$ cat config.mk
export PLATFORM = sky130hd
export DESIGN_NAME = bit_serializer
export DESIGN_NICKNAME = d
export VERILOG_FILES = /design/src/rtl/bit_serializer.sv
export SDC_FILE = /design/constraint.sdc
export NUM_CORES = 1
export LEC_CHECK = 0
export BUFFER_PORTS_ARGS = -buffer_cell sky130_fd_sc_hd__buf_2
export CORE_AREA = 4 4 41 43
export CTS_BUF_LIST = sky130_fd_sc_hd__clkbuf_8
export DETAILED_ROUTE_END_ITERATION = 12
export DIE_AREA = 0 0 45 47
export PLACE_DENSITY = 0.72
export RECOVER_POWER = 100
export SLEW_MARGIN = 20
export SYNTH_ARGS = -nofsm -noshare
export SYNTH_HDL_FRONTEND = slang
export SYNTH_SLANG_ARGS = --single-unit
$ cat constraint.sdc
create_clock -name clock -period 2.74 [get_ports clock]
set_input_delay 0.274 -clock clock [delete_from_list [all_inputs] [get_ports clock]]
set_output_delay 0.274 -clock clock [all_outputs]
set_load 0.01 [all_outputs]
$ cat src/rtl/bit_serializer.sv
`default_nettype none
// ============================================================================
// bit_serializer: MSB-first parallel-to-serial front end with a valid/ready input.
// Define SER_PARITY_EN to append an even-parity bit to every word.  Rev 1.0
// ============================================================================
module bit_serializer #(
  parameter int WIDTH = 8
) (
  input  logic             clock,
  input  logic             reset,
  input  logic [WIDTH-1:0] data_in,
  input  logic             data_valid,
  output logic             data_ready,
  output logic             serial_out,
  output logic             serial_valid,
  output logic             word_done
);

  localparam int CW = $clog2(WIDTH + 2);
`ifdef SER_PARITY_EN
  localparam int LAST_INT = WIDTH;
`else
  localparam int LAST_INT = WIDTH - 1;
`endif
  localparam logic [CW-1:0] LAST_CNT = CW'(LAST_INT);

  typedef enum logic [0:0] {
    IDLE  = 1'b0,
    SHIFT = 1'b1
  } state_e;

  state_e           state_q, state_d;
  logic [CW-1:0]    cnt_q, cnt_d;
  logic [WIDTH-1:0] sr_q, sr_d;
  logic             serial_out_q, serial_out_d;
  logic             serial_valid_q, serial_valid_d;
  logic             word_done_q, word_done_d;
  logic             last_bit;
  logic             xfer;
  logic             fill;

`ifdef SER_PARITY_EN
  logic parity_q, parity_d;
  // The parity bit is shifted in behind the data so it surfaces at the MSB last.
  assign fill = parity_q;
`else
  assign fill = 1'b0;
`endif

  assign last_bit   = (state_q == SHIFT) && (cnt_q == LAST_CNT);
  assign data_ready = (state_q == IDLE) || last_bit;
  assign xfer       = data_valid && data_ready;

  always_comb begin
    state_d = state_q;
    cnt_d   = cnt_q;
    sr_d    = sr_q;
`ifdef SER_PARITY_EN
    parity_d = parity_q;
`endif
    if (xfer) begin
      state_d = SHIFT;
      cnt_d   = '0;
      sr_d    = data_in;
`ifdef SER_PARITY_EN
      parity_d = ^data_in;
`endif
    end else if (state_q == SHIFT) begin
      if (last_bit) begin
        state_d = IDLE;
        cnt_d   = '0;
        sr_d    = '0;
      end else begin
        cnt_d = cnt_q + 1'b1;
        sr_d  = {sr_q[WIDTH-2:0], fill};
      end
    end
  end

  // Outputs are registered from next-state so they line up with the shifted word.
  always_comb begin
    serial_valid_d = (state_d == SHIFT);
    serial_out_d   = serial_valid_d && sr_d[WIDTH-1];
    word_done_d    = serial_valid_d && (cnt_d == LAST_CNT);
  end

  always_ff @(posedge clock or negedge reset) begin
    if (!reset) begin
      state_q        <= IDLE;
      cnt_q          <= '0;
      sr_q           <= '0;
      serial_out_q   <= 1'b0;
      serial_valid_q <= 1'b0;
      word_done_q    <= 1'b0;
    end else begin
      state_q        <= state_d;
      cnt_q          <= cnt_d;
      sr_q           <= sr_d;
      serial_out_q   <= serial_out_d;
      serial_valid_q <= serial_valid_d;
      word_done_q    <= word_done_d;
    end
  end

`ifdef SER_PARITY_EN
  always_ff @(posedge clock or negedge reset) begin
    if (!reset) begin
      parity_q <= 1'b0;
    end else begin
      parity_q <= parity_d;
    end
  end
`endif

  assign serial_out   = serial_out_q;
  assign serial_valid = serial_valid_q;
  assign word_done    = word_done_q;

endmodule
`default_nettype wire

# [Word level (Yosys, flattened, before mapping)]
# Index checks and enable logic that the tools add are counted.
[op_classes] add_sub_neg=1 eq_ne=2 mux=9 bitwise_logic=1 reduce_logical=6
[ops] cell="$mux W8" count=3
[ops] cell="$mux W4" count=3
[ops] cell="$eq A4 B3 Y1 const B" count=2
[ops] cell="$add A4 B1 Y4 const B" count=1
[ops] cell="$logic_and A1 B1 Y1" count=4
[ops] cell="$mux W1" count=3
[ops] cell="$reduce_bool A2 Y1" count=1
[ops] cell="$logic_or A1 B1 Y1" count=1
[ops] cell="$not A1 Y1" count=1
[totals] register_bits=15 input_bits=11 output_inout_bits=4 wordCells=25

# [Logic depth before layout (Yosys ltp)]
# Gate-level depths: netlist of the first run.
[depth] depth_word=7 mapped_depth=6 ltp_nobuf=5

# [Worst setup path before layout of the first run]
# Ideal clock, no wire load.
[synth_path] kind="register to register" start="register cnt_q[0]" end="register sr_q[0]" setup_time_ns=0.122 t_arrival_ns=1.338 required_ns=2.618 path_slack_ns=1.281 path_stages_with_launch=7 n_path_buf=1 period_less_slack_ns=1.459 path_cell_list="dfrtp_1 ha_1 nand3b_2 and2_4 buf_6 inv_1 a32o_1"
[synth_via] elab_chain_len=5 word_cells_on_any_way=6 classes_between="eq/ne (1); mux (1); reduce/logical (4)"
[synth_lines] item="start, declared" line_no="33" source="logic [CW-1:0] cnt_q, cnt_d;"
[synth_lines] item="start signal, assigned" line_no="97" source="cnt_q <= cnt_d;"
[synth_lines] item="$eq A4 B3 Y1 *" line_no="50" source="assign last_bit = (state_q == SHIFT) && (cnt_q == LAST_CNT);"
[synth_lines] item="$logic_and A1 B1 Y1 *" line_no="50"
[synth_lines] item="$logic_or A1 B1 Y1 *" line_no="51" source="assign data_ready = (state_q == IDLE) || last_bit;"
[synth_lines] item="named net data_ready" line_no="13" source="output logic data_ready,"
[synth_lines] item="$logic_and A1 B1 Y1 *" line_no="52" source="assign xfer = data_valid && data_ready;"
[synth_lines] item="$mux W8 or $reduce_bool A2 Y1 (tied branches)"
[synth_lines] item="end signal, assigned" line_no="98" source="sr_q <= sr_d;"
[synth_lines] item="end, declared" line_no="34" source="logic [WIDTH-1:0] sr_q, sr_d;"
# Mark *: on every way through the listed nets, which the timed path passes. The rest lies on a longest branch.
# A chain may end at the register's enable or synchronous reset.

# [Worst setup path after layout of the first run]
[layout_path] start="register cnt_q[0]" end="output port data_ready"
[layout_via] elab_chain_len=3
[layout_lines] item="$eq A4 B3 Y1" line_no="50"
[layout_lines] item="$logic_and A1 B1 Y1" line_no="50"
[layout_lines] item="$logic_or A1 B1 Y1" line_no="51"
[layout_lines] item="end, declared" line_no="13"
# Every way passes these cells.

==> results.py, run 1 <==
metrics = {
    "status": {
        "status": "complete, no violations",
    },
    "finish": {
        "fillers": 123,
        "register_area_sq_um": 350,
        "area_delta_synth_final_pct": 19.1,
        "nNetsFinal": 83,
        "drive_gt1_share_pct": 22.9,
        "multiInputGateArea_sq_um": 249,
        "antenna_cells": 0,
    },
    "sta": {
        "fin_crit_sh_pct": 73.2,
        "fin_tns_setup_ps": 0,
        "setup_viol_count_final": 0,
        "maxSlewHeadroom_pct": 52.3,
        "tightest_slew_ps": 716,
        "finClkSkew_ps": 2.75,
        "slew_viol_final": 0,
        "finalHoldWorstSlack_ps": 257,
        "finalCriticalPeriod_ps": 2010,
        "max_freq_mhz": 499,
        "hold_violations": 0,
        "rsz0062_at_grt": "false",
    },
    "worst_setup_path": {
        "worstPathArrival_ps": 1730,
        "critPathLaunchType": "flop",
        "crit_fanout": 9,
        "worstPathRequired_ps": 2470,
        "crit_type": "reg -> out",
        "setup.worst_path.end_class": "primary output",
    },
    "synthesis": {
        "synth_top_cell_by_area": "dfrtp_1",
        "yosys.cell_count.top_type": "dfrtp_1",
        "synth_fp_nets": 66,
        "yosys_most_used_dff": "dfrtp_1",
        "ys_seq_area_share_pct": 55.0,
        "yosysTopAreaCellShare_pct": 55.0,
        "synth_edf_count": 0,
        "ys_warn_count": 0,
        "avgSynthCellArea_sq_um": 11.8,
        "synth_async_sr_flop_share_pct": 100,
        "synthCells": 54,
        "synth_area_sq_um": 637,
        "netlist-cell-type-count": 23,
        "ys_ff_latch": 14,
        "synth_common_cells": "dfrtp_1, a221o_1, and2_1",
        "synth.area.top_cells": "dfrtp_1, a221o_1, and2_1, a22o_2, xnor2_1",
    },
    "grt": {
        "antenna_found_initial": 0,
        "grt_pass1_wl_um": 1860,
        "track_usage_pct": 12.7,
        "grt_pass1_vias": 403,
        "grt_max_degree": 15,
        "grt-ovfl-total": 0,
    },
    "hold_path": {
        "hold_class": "in -> reg",
    },
    "floorplan": {
        "core_sq_um": 1300,
        "rows": 13,
        "fp.dieW_um": 45,
        "die_h_um": 47,
        "initial_utilization_pct": 48.9,
        "ios": 15,
        "fp.dieArea_sq_um": 2120,
    },
    "power": {
        "intPower_mw": 0.546,
        "p_comb_share_pct": 32.2,
        "power_density_nw_per_um2": 1050,
        "seqPwrFrac_pct": 42.9,
        "p_sw_share_pct": 31.2,
        "power_switching_mw": 0.248,
        "peakVddDrop_mv": 0.496,
        "p_leak_nw": 0.365,
        "pwr-share-clk_pct": 24.9,
    },
    "clocking": {
        "h-tree-depth": 1,
        "clk_pin_slew_ps": 60,
        "cts_hold_buf": 1,
        "ctsResizeCount": 0,
        "cts_buffers": 3,
        "cts_tree": "yes",
        "post_cts.repair.setup_buffers": 0,
        "clockBufferDepth": 2,
        "clock_latency_ps": 240,
        "clock_sinks": 14,
        "cts_root_buf": "clkbuf_8",
    },
    "route": {
        "routedWlPerCell_um": 13.4,
        "ant_nets": 0,
        "wirelength_um": 1140,
        "vias": 453,
        "vias_per_cell": 5.33,
        "route.detailed.drc": 0,
        "dr.first_iter.drc_count": 8,
        "drt_first_pass_iters": 4,
    },
    "placement": {
        "gp_congestion": 0.745,
        "portBuffers": 14,
        "hpwl_um": 853,
    },
    "flow_run": {
        "max_cap_violations": 0,
    },
}
path summary, 6_finish.rpt:
kind	startpoint	end	slack, ps	depth (start not counted)
min reg2reg	sr_q[0]	sr_q[0]	500	1
min in group asynchronous	reset	cnt_q[0]	590	2
min	data_in[2]	sr_q[2]	260	2
max	cnt_q[0]	data_ready	730	5
max in group asynchronous	reset	word_done	1700	2
max reg2reg	cnt_q[0]	sr_q[0]	1020	5
logic make-up (layout without fill, tap and decap cells):
kind of cell    Yosys count  in the layout  share of synthesized area, %
xor+xnor                  2              2                          2.75
simple gates             17             17                          16.7
compound gates           14             14                          18.7
buf+inv                   6             22                          4.91
flops                    14             14                          55.0
fa+ha+maj                 1              1                          1.96
registers in the layout, summed over array words and instances, names as in the netlist:
register and flops:
sr_q 7, serial_out 1, cnt_q 4, serial_valid 1
word_done 1
power by group through the flow:
stage          Clock [mW]  Combinational [mW]  Sequential, mW
3_3_place_gp            0               0.267           0.342
5_1_grt             0.208               0.291           0.353
4_1_cts             0.204               0.274           0.341
2_1_floorplan           0               0.221           0.333
3_5_place_dp            0               0.270           0.345
6_report            0.198               0.256           0.341
routing by layer:
layer  up-vias  wire [um]  GRT usage (%)  part of all wire, %
met2        17        539           18.6                   47
met1       211        503           16.0                   44
li1        225          -              -                    -
met3         0         95           4.98                  8.3
met5         -          0              0                    0
met4         0          0           7.02                    0
through the flow:
stage	utilization [%]	instance area [sq um]	cells	power (mW)	worst slack [ps]
final	58.3	758	85	0.794	734
after global routing	58.3	758	85	0.852	602
after CTS	59.2	771	85	0.819	981
after detailed placement	54.2	706	80	0.615	1260
after global placement	54.2	706	80	0.609	1280
after floorplan	-	637	54	0.554	1280
placed cells by master (no fill, tap or decap):
cell type | synthesis | layout
o21ai_0 | 3 | 3
inv_1 | 3 | 3
a21oi_1 | 1 | 2
nand3_1 | 1 | 1
and2_0 | 0 | 1
clkbuf_8 | 0 | 4
a221o_1 | 6 | 6
and2b_1 | 1 | 1
xnor2_1 | 2 | 2
and2_1 | 6 | 6
dlygate4sd3_1 | 0 | 1
ha_1 | 1 | 1
dfrtp_1 | 14 | 14
clkbuf_1 | 1 | 5
buf_2 | 1 | 9
a22o_2 | 2 | 2
a32o_1 | 1 | 1
nor4b_1 | 1 | 1
nand2b_1 | 1 | 1
nand2_1 | 2 | 2
nand3b_2 | 1 | 1
nor2_1 | 2 | 2
or3_1 | 1 | 1
worst max-delay path, stage by stage, from the launching register on:
cell and delay (ps):
dfrtp_1 420, ha_1 280, nand3b_2 110, and2_0 400
inv_1 130, clkbuf_1 150
cell type report:
cell class | count | share of cell area [%]
multi-input combinational | 34 | 32.8
timing repair buffer | 15 | 9.74
inverter | 3 | 1.49
clock buffer | 4 | 7.26
sequential | 14 | 46.2
tap | 15 | 2.48
No activity file was read; power rests on OpenSTA's default activity.
==> run 2, diff against run 1 <==
- ABC_AREA: default -> 1
- CORE_AREA: 4 4 41 43 -> default
- CORE_MARGIN: default -> 4
- CORE_UTILIZATION: default -> 49
- DIE_AREA: 0 0 45 47 -> default
- PLACE_DENSITY: 0.72 -> 0.75
- clock period: 2.74 -> 1.8 ns (I/O delays scaled with it)
==> results.py, run 2 <==
metrics = {
    "status": {
        "status": "complete, no violations",
    },
    "finish": {
        "nNetsFinal": 110,
        "area_delta_synth_final_pct": 11.9,
        "drive_gt1_share_pct": 25.8,
        "largest_reg_flops": 7,
        "final_cell_mix": "nand2_1, dfrtp_1, buf_2",
        "antenna_cells": 0,
        "reg_top3": "sr_q (7), cnt_q (4)",
        "top_register": "sr_q",
        "mostFrequentLayoutCell": "nand2_1",
    },
    "synthesis": {
        "ys_ff_latch": 14,
        "yosysTopAreaCellShare_pct": 48.4,
        "netlist-cell-type-count": 16,
        "avgSynthCellArea_sq_um": 9.04,
        "synth_top_cell_by_area": "dfrtp_1",
        "synth_fp_nets": 92,
        "synth_area_sq_um": 723,
        "yosys_most_used_dff": "dfrtp_1",
        "ys_seq_area_share_pct": 48.4,
        "synth.area.top_cells": "dfrtp_1, nand2_1, nand3_2, nand2_2, nor2_1",
        "synth_async_sr_flop_share_pct": 100,
        "ys_warn_count": 0,
        "synthCells": 80,
        "yosys.cell_count.top_type": "nand2_1",
        "synth_common_cells": "nand2_1, dfrtp_1, nand2_2",
        "synth_edf_count": 0,
    },
    "sta": {
        "hold_violations": 0,
        "tightest_slew_ps": 752,
        "fin_crit_sh_pct": 80.1,
        "maxSlewHeadroom_pct": 49.8,
        "rsz0062_at_grt": "false",
        "slew_viol_final": 0,
        "finalCriticalPeriod_ps": 1440,
        "fin_tns_setup_ps": 0,
        "finClkSkew_ps": 4.35,
        "setup_viol_count_final": 0,
        "max_freq_mhz": 694,
    },
    "clocking": {
        "ctsResizeCount": 0,
        "post_cts.repair.setup_buffers": 0,
        "clock_sinks": 14,
        "cts_root_buf": "clkbuf_8",
        "h-tree-depth": 1,
        "cts_buffers": 3,
        "clk_pin_slew_ps": 60,
        "clock_latency_ps": 240,
        "clockBufferDepth": 2,
        "cts_hold_buf": 1,
        "cts_tree": "yes",
    },
    "grt": {
        "track_usage_pct": 14.4,
        "grt_use_met3_pct": 3.52,
        "grt_max_degree": 15,
        "grt-busiest-layer": "met2",
        "grt_pass1_wl_um": 2120,
        "antenna_found_initial": 0,
        "grt_use_met2_pct": 20.9,
        "grt_pass1_vias": 546,
        "grt_util_met1_pct": 18.0,
        "grt-ovfl-total": 0,
    },
    "floorplan": {
        "core_sq_um": 1350,
        "fp.dieArea_sq_um": 2150,
        "ios": 15,
        "initial_utilization_pct": 53.6,
        "rows": 13,
        "die_h_um": 46.4,
        "fp.dieW_um": 46.4,
    },
    "flow_run": {
        "max_cap_violations": 0,
    },
    "power": {
        "p_leak_nw": 0.452,
        "power_density_nw_per_um2": 1600,
        "p_total_mw": 1.29,
        "peakVddDrop_mv": 0.976,
    },
    "worst_setup_path": {
        "crit_fanout": 4,
        "path_cells": "ha_1 > nand3_1 > nand2_1 > clkbuf_1",
        "worstPathArrival_ps": 1260,
        "cp_slowest_stage_delay_ps": 380,
        "reg2reg_slack_ps": 470,
        "cpMaxStageDelayCell": "dfrtp_1",
        "critPathTopFamily": "flip-flops",
        "critPathLaunchType": "flop",
        "crit_buf_inv": 1,
        "r2r_end": "sr_q[6]",
        "crit_type": "reg -> out",
        "worstPathRequired_ps": 1620,
        "reg2reg_depth": 7,
        "rr_startpoint": "cnt_q[0]",
        "setup.worst_path.end_class": "primary output",
    },
    "hold_path": {
        "hold_class": "in -> reg",
        "min_from": "data_in[7]",
        "worstHoldEndpoint": "serial_out",
        "hold_depth": 3,
    },
    "route": {
        "drt_first_pass_iters": 4,
        "vias_per_cell": 4.75,
        "vias": 532,
        "ant_nets": 0,
        "route.detailed.drc": 0,
        "wirelength_um": 1260,
        "routedWlPerCell_um": 11.2,
        "dr.first_iter.drc_count": 5,
    },
    "placement": {
        "hpwl_um": 900,
        "gp_congestion": 0.851,
        "portBuffers": 14,
    },
}
[run 2: changes by cell type after synthesis, moves of 5 or more]
cell and change:
nand2_2 +8, nand3_2 +7, a221o_1 -6, nor2_1 +5, nand2_1 +26, and2_1 -6
[run 2: kinds of logic (layout without fill, tap and decap cells)]
| logic type | after synthesis | in the layout | synth area share, % |
|---|---|---|---|
| adders and majority gates | 1 | 1 | 1.73 |
| DFF | 14 | 14 | 48.4 |
| buffers and inverters | 7 | 24 | 6.92 |
| AOI/OAI and AO/OA | 1 | 1 | 0.691 |
| and+or+nand+nor | 57 | 57 | 42.2 |
[run 2: area by class of cell]
type                            instances  area (sq um)
Clock buffer                            4          55.1
Fill cell                             124           541
Inverter                                5          18.8
Multi-Input combinational cell         59           293
Sequential cell                        14           350
Tap cell                               15          18.8
Timing Repair Buffer                   15          73.8
[run 2: report_power, final]
part / internal (mW) / total, mW / switching, mW
clock network: 0.193 / 0.299 / 0.105
logic: 0.180 / 0.473 / 0.293
registers: 0.440 / 0.520 / 0.0807
total: 0.813 / 1.29 / 0.479
[run 2: worst max path at each step]
stage | from | end | cells after the start
after floorplan | cnt_q[0] | sr_q[1] | 8
after CTS | cnt_q[0] | data_ready | 4
after detailed placement | cnt_q[1] | serial_out | 7
final | cnt_q[1] | data_ready | 4
after global placement | cnt_q[1] | serial_out | 7
after global routing | cnt_q[1] | data_ready | 4
[run 2: per-stage QoR]
stage                     hold WS (ps)  worst slack (ps)  instances  cell area (sq um)  utilization (%)
after floorplan                   -116               570         80                723                -
after global placement            91.2               550        107                781             57.8
after detailed placement          96.5               530        107                781             57.8
after CTS                          131               407        112                846             62.7
after global routing               146               240        112                810             60.0
final                              135               359        112                810             60.0
[run 2: per-layer routing]
metal  vias up  share of wire [%]
li1        280                  -
met1       237                 48
met2        13                 46
met3         2                5.4
met4         0               0.87
met5         -                  0
[run 2: tightest hold or removal path, delay by kind of cell]
kind / cells / cell delay (ps)
buffers and inverters: 1 / 70
and+or+nand+nor: 2 / 90
==> run 3, diff against run 2 <==
- clock period: 1.8 -> 1.2 ns (I/O delays scaled with it)
==> results.py, run 3 (same netlist as run 2, synthesis figures left out) <==
metrics = {
    "clocking": {
        "cts_tree": "yes",
        "clk_pin_slew_ps": 60,
        "clock_sinks": 14,
        "clockBufferDepth": 2,
        "cts_buffers": 3,
        "post_cts.repair.setup_buffers": 0,
        "clock_latency_ps": 240,
        "h-tree-depth": 1,
        "cts_root_buf": "clkbuf_8",
    },
    "worst_setup_path": {
        "crit_type": "reg -> out",
        "path_cells": "ha_2 > nand3_4 > nand2_4 > buf_6",
        "worstPathArrival_ps": 1110,
        "worstPathRequired_ps": 1080,
        "cp_slowest_stage_delay_ps": 380,
        "setup.worst_path.end_class": "primary output",
        "crit_buf_inv": 1,
        "critPathLaunchType": "flop",
        "cpMaxStageDelayCell": "dfrtp_1",
        "crit_fanout": 4,
        "critPathTopFamily": "flip-flops",
    },
    "sta": {
        "finalHoldWorstSlack_ps": 71.5,
        "fin_crit_sh_pct": 102,
        "slew_viol_final": 0,
        "finalCriticalPeriod_ps": 1230,
        "hold_violations": 0,
        "finClkSkew_ps": 4.19,
        "setup_viol_count_final": 2,
        "max_freq_mhz": 813,
        "maxSlewHeadroom_pct": 49.9,
        "setup_ws_ps": -29.4,
        "tightest_slew_ps": 752,
        "rsz0062_at_grt": "true",
    },
    "finish": {
        "drive_gt1_share_pct": 47.1,
        "final_cell_mix": "nand2_1, nand2_2, dfrtp_1",
        "mostFrequentLayoutCell": "nand2_1",
        "fillers": 111,
        "reg_top3": "sr_q (7), cnt_q (4)",
        "largest_reg_flops": 7,
        "top_register": "sr_q",
        "antenna_cells": 0,
        "nNetsFinal": 115,
        "area_delta_synth_final_pct": 27.0,
    },
    "route": {
        "ant_nets": 0,
        "route.detailed.drc": 0,
        "routedWlPerCell_um": 11.5,
        "dr.first_iter.drc_count": 13,
        "vias": 562,
        "vias_per_cell": 4.80,
        "wirelength_um": 1350,
        "drt_first_pass_iters": 4,
    },
    "grt": {
        "grt_max_degree": 15,
        "grt-ovfl-total": 0,
        "grt_pass1_wl_um": 2150,
        "antenna_found_initial": 0,
        "grt_pass1_vias": 512,
        "track_usage_pct": 15.3,
    },
    "floorplan": {
        "fp.dieArea_sq_um": 2150,
        "initial_utilization_pct": 53.6,
        "rows": 13,
        "ios": 15,
        "core_sq_um": 1350,
        "fp.dieW_um": 46.4,
        "die_h_um": 46.4,
    },
    "hold_path": {
        "hold_class": "in -> reg",
    },
    "status": {
        "status": "complete, but fails checks",
        "violations": "setup timing",
    },
    "placement": {
        "gp_congestion": 0.863,
        "portBuffers": 14,
        "hpwl_um": 938,
    },
    "power": {
        "power_density_nw_per_um2": 2410,
        "p_leak_nw": 0.488,
        "p_total_mw": 2.21,
        "peakVddDrop_mv": 1.25,
    },
    "flow_run": {
        "max_cap_violations": 0,
    },
}
==> run 3: cell count changes in the layout (fill, tap and decap cells not counted), moves of 2 or more <==
cell      before  now
nand2_1       36   23
nand2_2        1   13
buf_4          0    4
buf_6          0    2
clkbuf_1       5    3
==> run 3: power breakdown <==
group	leakage, nW	internal, mW	switching, mW
combinational	0.282	0.430	0.537
clock	0.0288	0.290	0.157
sequential	0.178	0.662	0.136
==> run 3: stage by stage <==
| step | setup WS, ps | instances | setup TNS [ps] | util (%) | area [sq um] |
|---|---|---|---|---|---|
| after detailed placement | -17.6 | 112 | -105 | 60.8 | 821 |
| after global routing | -81.5 | 117 | -444 | 68.0 | 918 |
| final | -29.4 | 117 | -29.7 | 68.0 | 918 |
| after CTS | -36.8 | 117 | -36.8 | 67.1 | 906 |
| after global placement | 17.4 | 112 | 0 | 60.8 | 821 |
| after floorplan | 7.35 | 80 | 0 | - | 726 |
==> run 3: final timing paths <==
path                                 start  slack [ps]  cells after the start            to
min in group asynchronous            reset         460                      2    serial_out
max in group asynchronous            reset         230                      2  serial_valid
worst min-delay path            data_in[7]          70                      3    serial_out
worst min register to register     sr_q[0]         490                      2       sr_q[0]
worst max-delay path              cnt_q[1]         -30                      4    data_ready
worst max register to register    cnt_q[1]           0                      7       sr_q[1]
==> run 3: cell type report <==
type | instances | area [sq um] | share of cell area (%)
Clock buffer | 4 | 55.1 | 5.99
Inverter | 5 | 23.8 | 2.59
Multi-Input combinational cell | 59 | 345 | 37.6
Sequential cell | 14 | 352 | 38.3
Tap cell | 15 | 18.8 | 2.04
Timing Repair Buffer | 20 | 124 | 13.5
==> run 3: worst register-to-register path, stage by stage (launching register included) <==
cell and delay [ps]:
dfrtp_1 350, ha_2 220, nand3_4 90, nand2_4 100, inv_2 60, buf_4 140, nand2_2 60, nand3_2 70
==> run 3: per-layer routing <==
metal,part of all wire [%],GRT usage [%]
met5,0,0
met4,2.0,10.2
met3,5.7,4.69
met2,48,23.6
met1,45,17.9
==> run 3: repair_timing <==
| action | 4_1_cts | 5_1_grt |
|---|---|---|
| gates resized for setup | 7 | 4 |
| pin swaps | 1 | 1 |
| endpoints found under the setup margin | 13 | 13 |
| hold endpoints to repair | 14 | 0 |
| hold buffers | 1 | 0 |
